File: src/rtl/count_game_pkg.sv
`default_nettype none
// +----------------------------------------------------------------------+
// | Package : count_game_pkg                                             |
// | Purpose : Shared state encodings and LFSR constants for the LED      |
// |           counting game controller.                                  |
// | Revision: 1.0 - initial release                                      |
// +----------------------------------------------------------------------+
package count_game_pkg;

    // State encoding, 3 bits wide; the display drivers decode these values.
    localparam logic [2:0] ST_IDLE     = 3'd0;
    localparam logic [2:0] ST_GREET    = 3'd1;
    localparam logic [2:0] ST_PLAY     = 3'd2;
    localparam logic [2:0] ST_CHECK    = 3'd3;
    localparam logic [2:0] ST_FEEDBACK = 3'd4;
    localparam logic [2:0] ST_VICTORY  = 3'd5;
    localparam logic [2:0] ST_FAIL     = 3'd6;

    localparam logic [15:0] LFSR_SEED = 16'hACE1;

    // Taps 16,14,13,11 of a right-shifting Fibonacci LFSR sit at bit
    // indices 0,2,3,5 of the register.
    localparam logic [15:0] LFSR_TAPS = 16'h002D;

    function automatic logic [15:0] lfsr_next(input logic [15:0] cur);
        return {^(cur & LFSR_TAPS), cur[15:1]};
    endfunction

endpackage
`default_nettype wire

File: src/rtl/count_game_ctrl_popcount.sv
`default_nettype none
// +----------------------------------------------------------------------+
// | Module  : popcount_tree                                              |
// | Purpose : Combinational population count built as a balanced adder  |
// |           tree over a power-of-two padded input.                     |
// | Ports   : i_bits  [W-1:0]           input vector                     |
// |           o_count [$clog2(W+1)-1:0] number of set bits               |
// | Revision: 1.0 - initial release                                      |
// +----------------------------------------------------------------------+
module popcount_tree #(
    parameter int W = 16
) (
    input  logic [W-1:0]            i_bits,
    output logic [$clog2(W+1)-1:0]  o_count
);

    localparam int OW = $clog2(W + 1);
    localparam int P  = 1 << $clog2(W);

    logic [P-1:0] w_padded;

    assign w_padded = P'(i_bits);

    // Each pass of the outer loop is one tree level: pairs of partial sums
    // are folded into the lower half of the array until one sum remains.
    always_comb begin : p_tree
        logic [OW-1:0] w_node [P];
        for (int i = 0; i < P; i++) begin
            w_node[i] = OW'(w_padded[i]);
        end
        for (int span = P / 2; span >= 1; span = span / 2) begin
            for (int j = 0; j < span; j++) begin
                w_node[j] = w_node[2*j] + w_node[2*j+1];
            end
        end
        o_count = w_node[0];
    end

endmodule
`default_nettype wire

File: src/rtl/count_game_ctrl.sv
`default_nettype none
// +----------------------------------------------------------------------+
// | Module  : count_game_ctrl                                            |
// | Purpose : Round-based controller for the LED counting game. Shows a  |
// |           pseudo-random LED pattern, takes the player's lit-LED      |
// |           count from the switches, and keeps rounds, a per-round     |
// |           countdown, lives and score.                                |
// | Ports   : clk, rst (async, active high), en (game enable level),     |
// |           start / sure (one-cycle debounced pulses), sw (answer);    |
// |           state, round, score, lives, sec_left, led, ok, beep, win,  |
// |           lose - all registered.                                     |
// | Revision: 1.0 - initial release                                      |
// +----------------------------------------------------------------------+
module count_game_ctrl
    import count_game_pkg::*;
#(
    parameter int N_ROUNDS  = 3,
    parameter int SW_W      = 7,
    parameter int LED_W     = 16,
    parameter int TICK_DIV  = 100_000_000,
    parameter int ROUND_SEC = 10,
    parameter int LIVES     = 3,
    parameter int FB_CYC    = 50_000_000
) (
    input  logic                            clk,
    input  logic                            rst,
    input  logic                            en,
    input  logic                            start,
    input  logic                            sure,
    input  logic [SW_W-1:0]                 sw,
    output logic [2:0]                      state,
    output logic [$clog2(N_ROUNDS+1)-1:0]   round,
    output logic [$clog2(N_ROUNDS+1)-1:0]   score,
    output logic [2:0]                      lives,
    output logic [7:0]                      sec_left,
    output logic [LED_W-1:0]                led,
    output logic                            ok,
    output logic                            beep,
    output logic                            win,
    output logic                            lose
);

    localparam int RW   = $clog2(N_ROUNDS + 1);
    localparam int PS_W = (TICK_DIV > 1) ? $clog2(TICK_DIV) : 1;
    localparam int FB_W = (FB_CYC > 1) ? $clog2(FB_CYC) : 1;
    localparam int PC_W = $clog2(LED_W + 1);

    localparam logic [PS_W-1:0]  c_ps_last    = PS_W'(TICK_DIV - 1);
    localparam logic [FB_W-1:0]  c_fb_last    = FB_W'(FB_CYC - 1);
    localparam logic [7:0]       c_sec_init   = 8'(ROUND_SEC);
    localparam logic [2:0]       c_lives_init = 3'(LIVES);
    localparam logic [RW-1:0]    c_score_max  = RW'(N_ROUNDS);
    localparam logic [RW-1:0]    c_last_round = RW'(N_ROUNDS - 1);
    localparam logic [LED_W-1:0] c_leds_on    = {LED_W{1'b1}};

    logic [2:0]       r_state;
    logic [RW-1:0]    r_round;
    logic [RW-1:0]    r_score;
    logic [2:0]       r_lives;
    logic [7:0]       r_sec_left;
    logic [LED_W-1:0] r_led;
    logic             r_ok;
    logic             r_beep;
    logic             r_win;
    logic             r_lose;
    logic [15:0]      r_lfsr;
    logic [LED_W-1:0] r_pattern;
    logic [SW_W-1:0]  r_sw_q;
    logic             r_timeout;
    logic [PS_W-1:0]  r_ps;
    logic [FB_W-1:0]  r_fb_cnt;

    logic [LED_W-1:0] w_new_pattern;
    logic [PC_W-1:0]  w_popcount;
    logic [SW_W-1:0]  w_expected;
    logic             w_ok;

    // A blank pattern would make the round unanswerable on the display,
    // so it is replaced by a single lit LED.
    assign w_new_pattern = (r_lfsr[LED_W-1:0] == '0) ? LED_W'(1) : r_lfsr[LED_W-1:0];

    popcount_tree #(
        .W (LED_W)
    ) u_popcount (
        .i_bits  (r_pattern),
        .o_count (w_popcount)
    );

    assign w_expected = SW_W'(w_popcount);
    // A timed-out round is always wrong, whatever the switches held.
    assign w_ok       = (r_sw_q == w_expected) && !r_timeout;

    // Free-running pattern source; keeps stepping regardless of state or en.
    always_ff @(posedge clk or posedge rst) begin
        if (rst) begin
            r_lfsr <= LFSR_SEED;
        end else begin
            r_lfsr <= lfsr_next(r_lfsr);
        end
    end

    always_ff @(posedge clk or posedge rst) begin
        if (rst) begin
            r_state    <= ST_IDLE;
            r_round    <= '0;
            r_score    <= '0;
            r_lives    <= c_lives_init;
            r_sec_left <= c_sec_init;
            r_led      <= '0;
            r_ok       <= 1'b0;
            r_beep     <= 1'b0;
            r_win      <= 1'b0;
            r_lose     <= 1'b0;
            r_pattern  <= '0;
            r_sw_q     <= '0;
            r_timeout  <= 1'b0;
            r_ps       <= '0;
            r_fb_cnt   <= '0;
        end else if (!en) begin
            // Disabling the game abandons it from any state.
            r_state    <= ST_IDLE;
            r_round    <= '0;
            r_score    <= '0;
            r_lives    <= c_lives_init;
            r_sec_left <= c_sec_init;
            r_led      <= '0;
            r_ok       <= 1'b0;
            r_beep     <= 1'b0;
            r_win      <= 1'b0;
            r_lose     <= 1'b0;
            r_timeout  <= 1'b0;
            r_ps       <= '0;
            r_fb_cnt   <= '0;
        end else begin
            case (r_state)
                ST_IDLE: begin
                    r_state <= ST_GREET;
                    r_led   <= c_leds_on;
                end

                ST_GREET: begin
                    if (start) begin
                        r_round    <= '0;
                        r_score    <= '0;
                        r_lives    <= c_lives_init;
                        r_pattern  <= w_new_pattern;
                        r_led      <= w_new_pattern;
                        r_sec_left <= c_sec_init;
                        r_ps       <= '0;
                        r_timeout  <= 1'b0;
                        r_state    <= ST_PLAY;
                    end
                end

                ST_PLAY: begin
                    // sure takes priority over a simultaneous countdown expiry.
                    if (sure) begin
                        r_sw_q    <= sw;
                        r_timeout <= 1'b0;
                        r_state   <= ST_CHECK;
                    end else if (r_ps == c_ps_last) begin
                        r_ps <= '0;
                        if (r_sec_left == 8'd1) begin
                            r_sec_left <= 8'd0;
                            r_timeout  <= 1'b1;
                            r_state    <= ST_CHECK;
                        end else begin
                            r_sec_left <= r_sec_left - 8'd1;
                        end
                    end else begin
                        r_ps <= r_ps + PS_W'(1);
                    end
                end

                ST_CHECK: begin
                    r_ok <= w_ok;
                    if (w_ok) begin
                        if (r_score != c_score_max) begin
                            r_score <= r_score + RW'(1);
                        end
                    end else if (r_lives != 3'd0) begin
                        r_lives <= r_lives - 3'd1;
                    end
                    r_beep   <= ~w_ok;
                    r_fb_cnt <= '0;
                    r_state  <= ST_FEEDBACK;
                end

                ST_FEEDBACK: begin
                    if (r_fb_cnt == c_fb_last) begin
                        if (r_lives == 3'd0) begin
                            r_led   <= '0;
                            r_lose  <= 1'b1;
                            r_beep  <= 1'b0;
                            r_state <= ST_FAIL;
                        end else if (r_ok && (r_round == c_last_round)) begin
                            // The victory fanfare reuses the feedback counter.
                            r_led    <= c_leds_on;
                            r_win    <= 1'b1;
                            r_beep   <= 1'b1;
                            r_fb_cnt <= '0;
                            r_state  <= ST_VICTORY;
                        end else begin
                            if (r_ok) begin
                                r_round <= r_round + RW'(1);
                            end
                            r_beep     <= 1'b0;
                            r_pattern  <= w_new_pattern;
                            r_led      <= w_new_pattern;
                            r_sec_left <= c_sec_init;
                            r_ps       <= '0;
                            r_timeout  <= 1'b0;
                            r_state    <= ST_PLAY;
                        end
                    end else begin
                        r_fb_cnt <= r_fb_cnt + FB_W'(1);
                    end
                end

                ST_VICTORY: begin
                    if (start) begin
                        r_led   <= c_leds_on;
                        r_win   <= 1'b0;
                        r_beep  <= 1'b0;
                        r_state <= ST_GREET;
                    end else if (r_fb_cnt == c_fb_last) begin
                        r_beep <= 1'b0;
                    end else begin
                        r_fb_cnt <= r_fb_cnt + FB_W'(1);
                    end
                end

                ST_FAIL: begin
                    if (start) begin
                        r_led   <= c_leds_on;
                        r_lose  <= 1'b0;
                        r_state <= ST_GREET;
                    end
                end

                default: begin
                    r_state <= ST_IDLE;
                    r_led   <= '0;
                end
            endcase
        end
    end

    assign state    = r_state;
    assign round    = r_round;
    assign score    = r_score;
    assign lives    = r_lives;
    assign sec_left = r_sec_left;
    assign led      = r_led;
    assign ok       = r_ok;
    assign beep     = r_beep;
    assign win      = r_win;
    assign lose     = r_lose;

endmodule
`default_nettype wire

File: config.mk
export PLATFORM = sky130hd
export DESIGN_NAME = count_game_ctrl
export DESIGN_NICKNAME = d
export VERILOG_FILES = /design/src/rtl/count_game_pkg.sv /design/src/rtl/count_game_ctrl_popcount.sv /design/src/rtl/count_game_ctrl.sv
export SDC_FILE = /design/constraint.sdc
export NUM_CORES = 1
export LEC_CHECK = 0
export ABC_AREA = 1
export BUFFER_PORTS_ARGS = -buffer_cell sky130_fd_sc_hd__buf_2
export CORE_ASPECT_RATIO = 1.4
export CORE_MARGIN = 2
export CORE_UTILIZATION = 54
export DETAILED_ROUTE_END_ITERATION = 8
export HOLD_SLACK_MARGIN = 0.03
export PLACE_DENSITY = 0.72
export SYNTH_ARGS = -nofsm -noshare
export SYNTH_HDL_FRONTEND = slang
export SYNTH_SLANG_ARGS = --single-unit
File: constraint.sdc
create_clock -name clk -period 4.98 [get_ports clk]
set_input_delay 0.249 -clock clk [delete_from_list [all_inputs] [get_ports clk]]
set_output_delay 0.249 -clock clk [all_outputs]
set_load 0.05 [all_outputs]
==> results.sh <==
export IMPL_dieWidth_um=110
export IMPL_yosys_warnings=0
export IMPL_drt_initial_drc_count=559
export IMPL_cts_setup_buffers=0
export IMPL_slew_violations=0
export IMPL_crit_type="flop to flop"
export IMPL_drc=0
export IMPL_hold_slack_ps=-18.0
export IMPL_htree_levels=4
export IMPL_r2r_start="r_pattern[0]"
export IMPL_syn_to_final_growth_pct=10.7
export IMPL_clk_latency_ps=430
export IMPL_syn_area_um2=8510
export IMPL_dpl_worst_slack_ps=421
export IMPL_seq_area_um2=3290
export IMPL_grt_pass1_vias=7846
export IMPL_cp_max_fo=6
export IMPL_power_density_nw_per_um2=394
export IMPL_rsz0062_at_grt="false"
export IMPL_clock_path_buffers=2
export IMPL_cts_resized=0
export IMPL_worst_pin_slew_ps=1060
export IMPL_fin_setup_tns_ps=0
export IMPL_hold_viol_final=8
export IMPL_place_gp_congestion=0.948
export IMPL_cts_tree="built"
export IMPL_postCtsHoldBufs=0
export IMPL_critical_path_arrival_ps=4910
export IMPL_routed_wl_mm=22.4
export IMPL_maxCapViolations=0
export IMPL_ir_worst_vdd_mv=0.356
export IMPL_port_buffers=49
export IMPL_vias_per_cell=5.42
export IMPL_vias=7832
export IMPL_synthesis_nets=1247
export IMPL_synth_seq_area_share=0.387
export IMPL_async_flop_share=1.00
export IMPL_cts_buffers=17
export IMPL_leakagePower_nw=4.35
export IMPL_syn_inst=1202
export IMPL_run_status="finished, violations left"
export IMPL_grt_use_total=0.285
export IMPL_ys_ff_latch=131
export IMPL_start_kind="flop"
export IMPL_post_route_period_util=0.913
export IMPL_fin_crit_ps=4550
export IMPL_reg2reg_depth=17
export IMPL_finalNonFillerCells=1445
export IMPL_cts_sinks=131
export IMPL_grt_max_degree=90
export IMPL_synth_cell_types=43
export IMPL_hpwl_mm=15.8
export IMPL_fmax_mhz=220
export IMPL_core_area_um2=15500
export IMPL_hold_class="primary input to asynchronous set/reset pin"
export IMPL_first_pass_iters=7
export IMPL_violations="hold timing"
export IMPL_synth_edff_count=0
export IMPL_initial_core_util=0.548
export IMPL_clkTransAtPathRegs_ps=60
export IMPL_dieArea_um2=16800
export IMPL_setup_viol=0
export IMPL_r2r_slack_ps=430
export IMPL_grt_ovfl_total=0
export IMPL_grt_pass1_wl_mm=37.5
export IMPL_num_io_pins=50
export IMPL_worst_ep_required_time_ps=5340
export IMPL_final_net_count=1280
export IMPL_grt_antenna_before_repair=1
export IMPL_placementRows=54
export IMPL_worstSetupEndpoint="lives[1]"
export IMPL_ant_nets=0
export IMPL_n_fill_cell=1520
export IMPL_drive_above_1_share=0.106
export IMPL_relSlewSlack=0.291
export IMPL_die_height_um=153
export IMPL_fin_skew_ps=10.7
export IMPL_multiInputGateArea_um2=4500
export IMPL_wire_per_inst_um=15.5
export IMPL_r2r_end="lives[1]"
export IMPL_synthFlopType="dfrtp_1"
export IMPL_endpoint_kind="flop"
export IMPL_cts_root_buffer="clkbuf_16"
export IMPL_startpoint="r_pattern[0]"
export IMPL_worst_slack_ps=433
export IMPL_placed_cells=1412
export IMPL_synth_area_per_cell_um2=7.08
-- cells in the final DEF (no fill, tap or decap), types with 2 or more instances in the layout --
master / netlist / layout
inv_2: 6 / 6
fa_1: 11 / 11
clkbuf_1: 10 / 4
o21ai_0: 98 / 98
dfrtp_1: 119 / 119
nand2_2: 6 / 6
nand4_1: 30 / 30
buf_2: 20 / 49
xnor2_1: 7 / 7
nand2_1: 367 / 367
nand3b_1: 3 / 3
or2_2: 2 / 2
inv_1: 129 / 128
o2111ai_1: 2 / 2
ha_1: 22 / 22
nor2_2: 8 / 8
o21ai_1: 9 / 9
a211oi_1: 2 / 2
nor3_1: 18 / 18
dfstp_2: 12 / 12
nor2_4: 4 / 4
clkbuf_16: 0 / 17
nor2_1: 135 / 135
nor3b_1: 2 / 2
a21oi_1: 19 / 19
buf_4: 3 / 4
a21oi_2: 2 / 2
clkinv_2: 0 / 4
bufinv_16: 0 / 3
o211ai_1: 12 / 12
nand3_1: 106 / 106
xor2_1: 14 / 14
o21bai_1: 3 / 3
clkinvlp_4: 0 / 2
mux2_2: 6 / 6
-- synth_stat cells, types with 6 or more instances --
master,n,area (um^2)
nor2_1,135,507
nand3_1,106,531
a21oi_1,19,95.1
inv_2,6,22.5
clkbuf_1,10,37.5
ha_1,22,275
nand2_2,6,37.5
dfstp_2,12,315
nor2_2,8,50.1
xor2_1,14,123
xnor2_1,7,61.3
nor3_1,18,90.1
mux2_2,6,67.6
buf_2,20,100
fa_1,11,220
dfrtp_1,119,2980
o211ai_1,12,90.1
inv_1,129,484
nand2_1,367,1380
o21ai_1,9,45.0
o21ai_0,98,490
nand4_1,30,188
-- flip-flops by register name, summed over array words and instances, names as in the netlist --
name       count
r_ps          27
r_fb_cnt      26
led           16
r_lfsr        16
r_pattern     16
sec_left       8
r_sw_q         7
lives          3
state          3
round          2
score          2
beep           1
lose           1
ok             1
r_timeout      1
win            1
-- kinds of logic after synthesis --
logic type | share of synthesized area
buffers and inverters | 0.0838
AOI/OAI and AO/OA | 0.0957
adders and majority gates | 0.0582
and+or+nand+nor | 0.346
DFF | 0.387
xor gates and xnor gates | 0.0216
muxes | 0.00794
-- layout make-up --
type	count	area share
diodes	1	0.000266
repair buffers	53	0.0292
well taps	196	0.0260
clock buffers	22	0.0482
clock inverters	10	0.0142
multi-input cells	897	0.478
flip-flops and latches	131	0.350
inverters	135	0.0543
-- worst min path at each step --
stage,slack (ps),to,start,cells after the start
after detailed placement,370,r_lfsr[6],r_lfsr[7],0
after global routing,40,r_sw_q[2],sw[2],2
after global placement,370,r_lfsr[5],r_lfsr[6],0
final,-20,sec_left[7],rst,2
after floorplan,360,r_lfsr[10],r_lfsr[11],0
after CTS,40,sec_left[7],rst,2
-- per-stage QoR --
step	utilization	total power, mW	area, um^2
final	0.606	3.71	9420
after global routing	0.606	3.92	9420
after CTS	0.606	3.73	9420
after detailed placement	0.568	2.45	8830
after global placement	0.568	2.44	8830
after floorplan	-	2.22	8510
-- worst max-delay path: stages, from the launching register on --
cell and delay (ps):
dfrtp_1 380, ha_1 230, fa_1 540, inv_1 50
fa_1 510, fa_1 520, fa_1 540, inv_1 40
ha_1 210, inv_1 80, fa_1 430, a22oi_1 200
nand3_1 90, nor2_1 180, nand3_1 120, nand2_1 180
nor2_1 60, a21oi_1 110
-- per-layer routing --
layer | wire (um) | global-route usage | vias up
li1 | - | - | 3933
met1 | 8880 | 0.329 | 3625
met2 | 11500 | 0.487 | 213
met3 | 1030 | 0.0642 | 61
met4 | 948 | 0.139 | 0
met5 | 0 | 0 | -
-- power breakdown --
part           switching [mW]  internal, mW  total (mW)
Combinational           0.874         0.270        1.14
Sequential             0.0964          1.19        1.29
Clock                   0.478         0.797        1.27
Total                    1.45          2.26        3.71
Power figures use the tool's default switching activity.
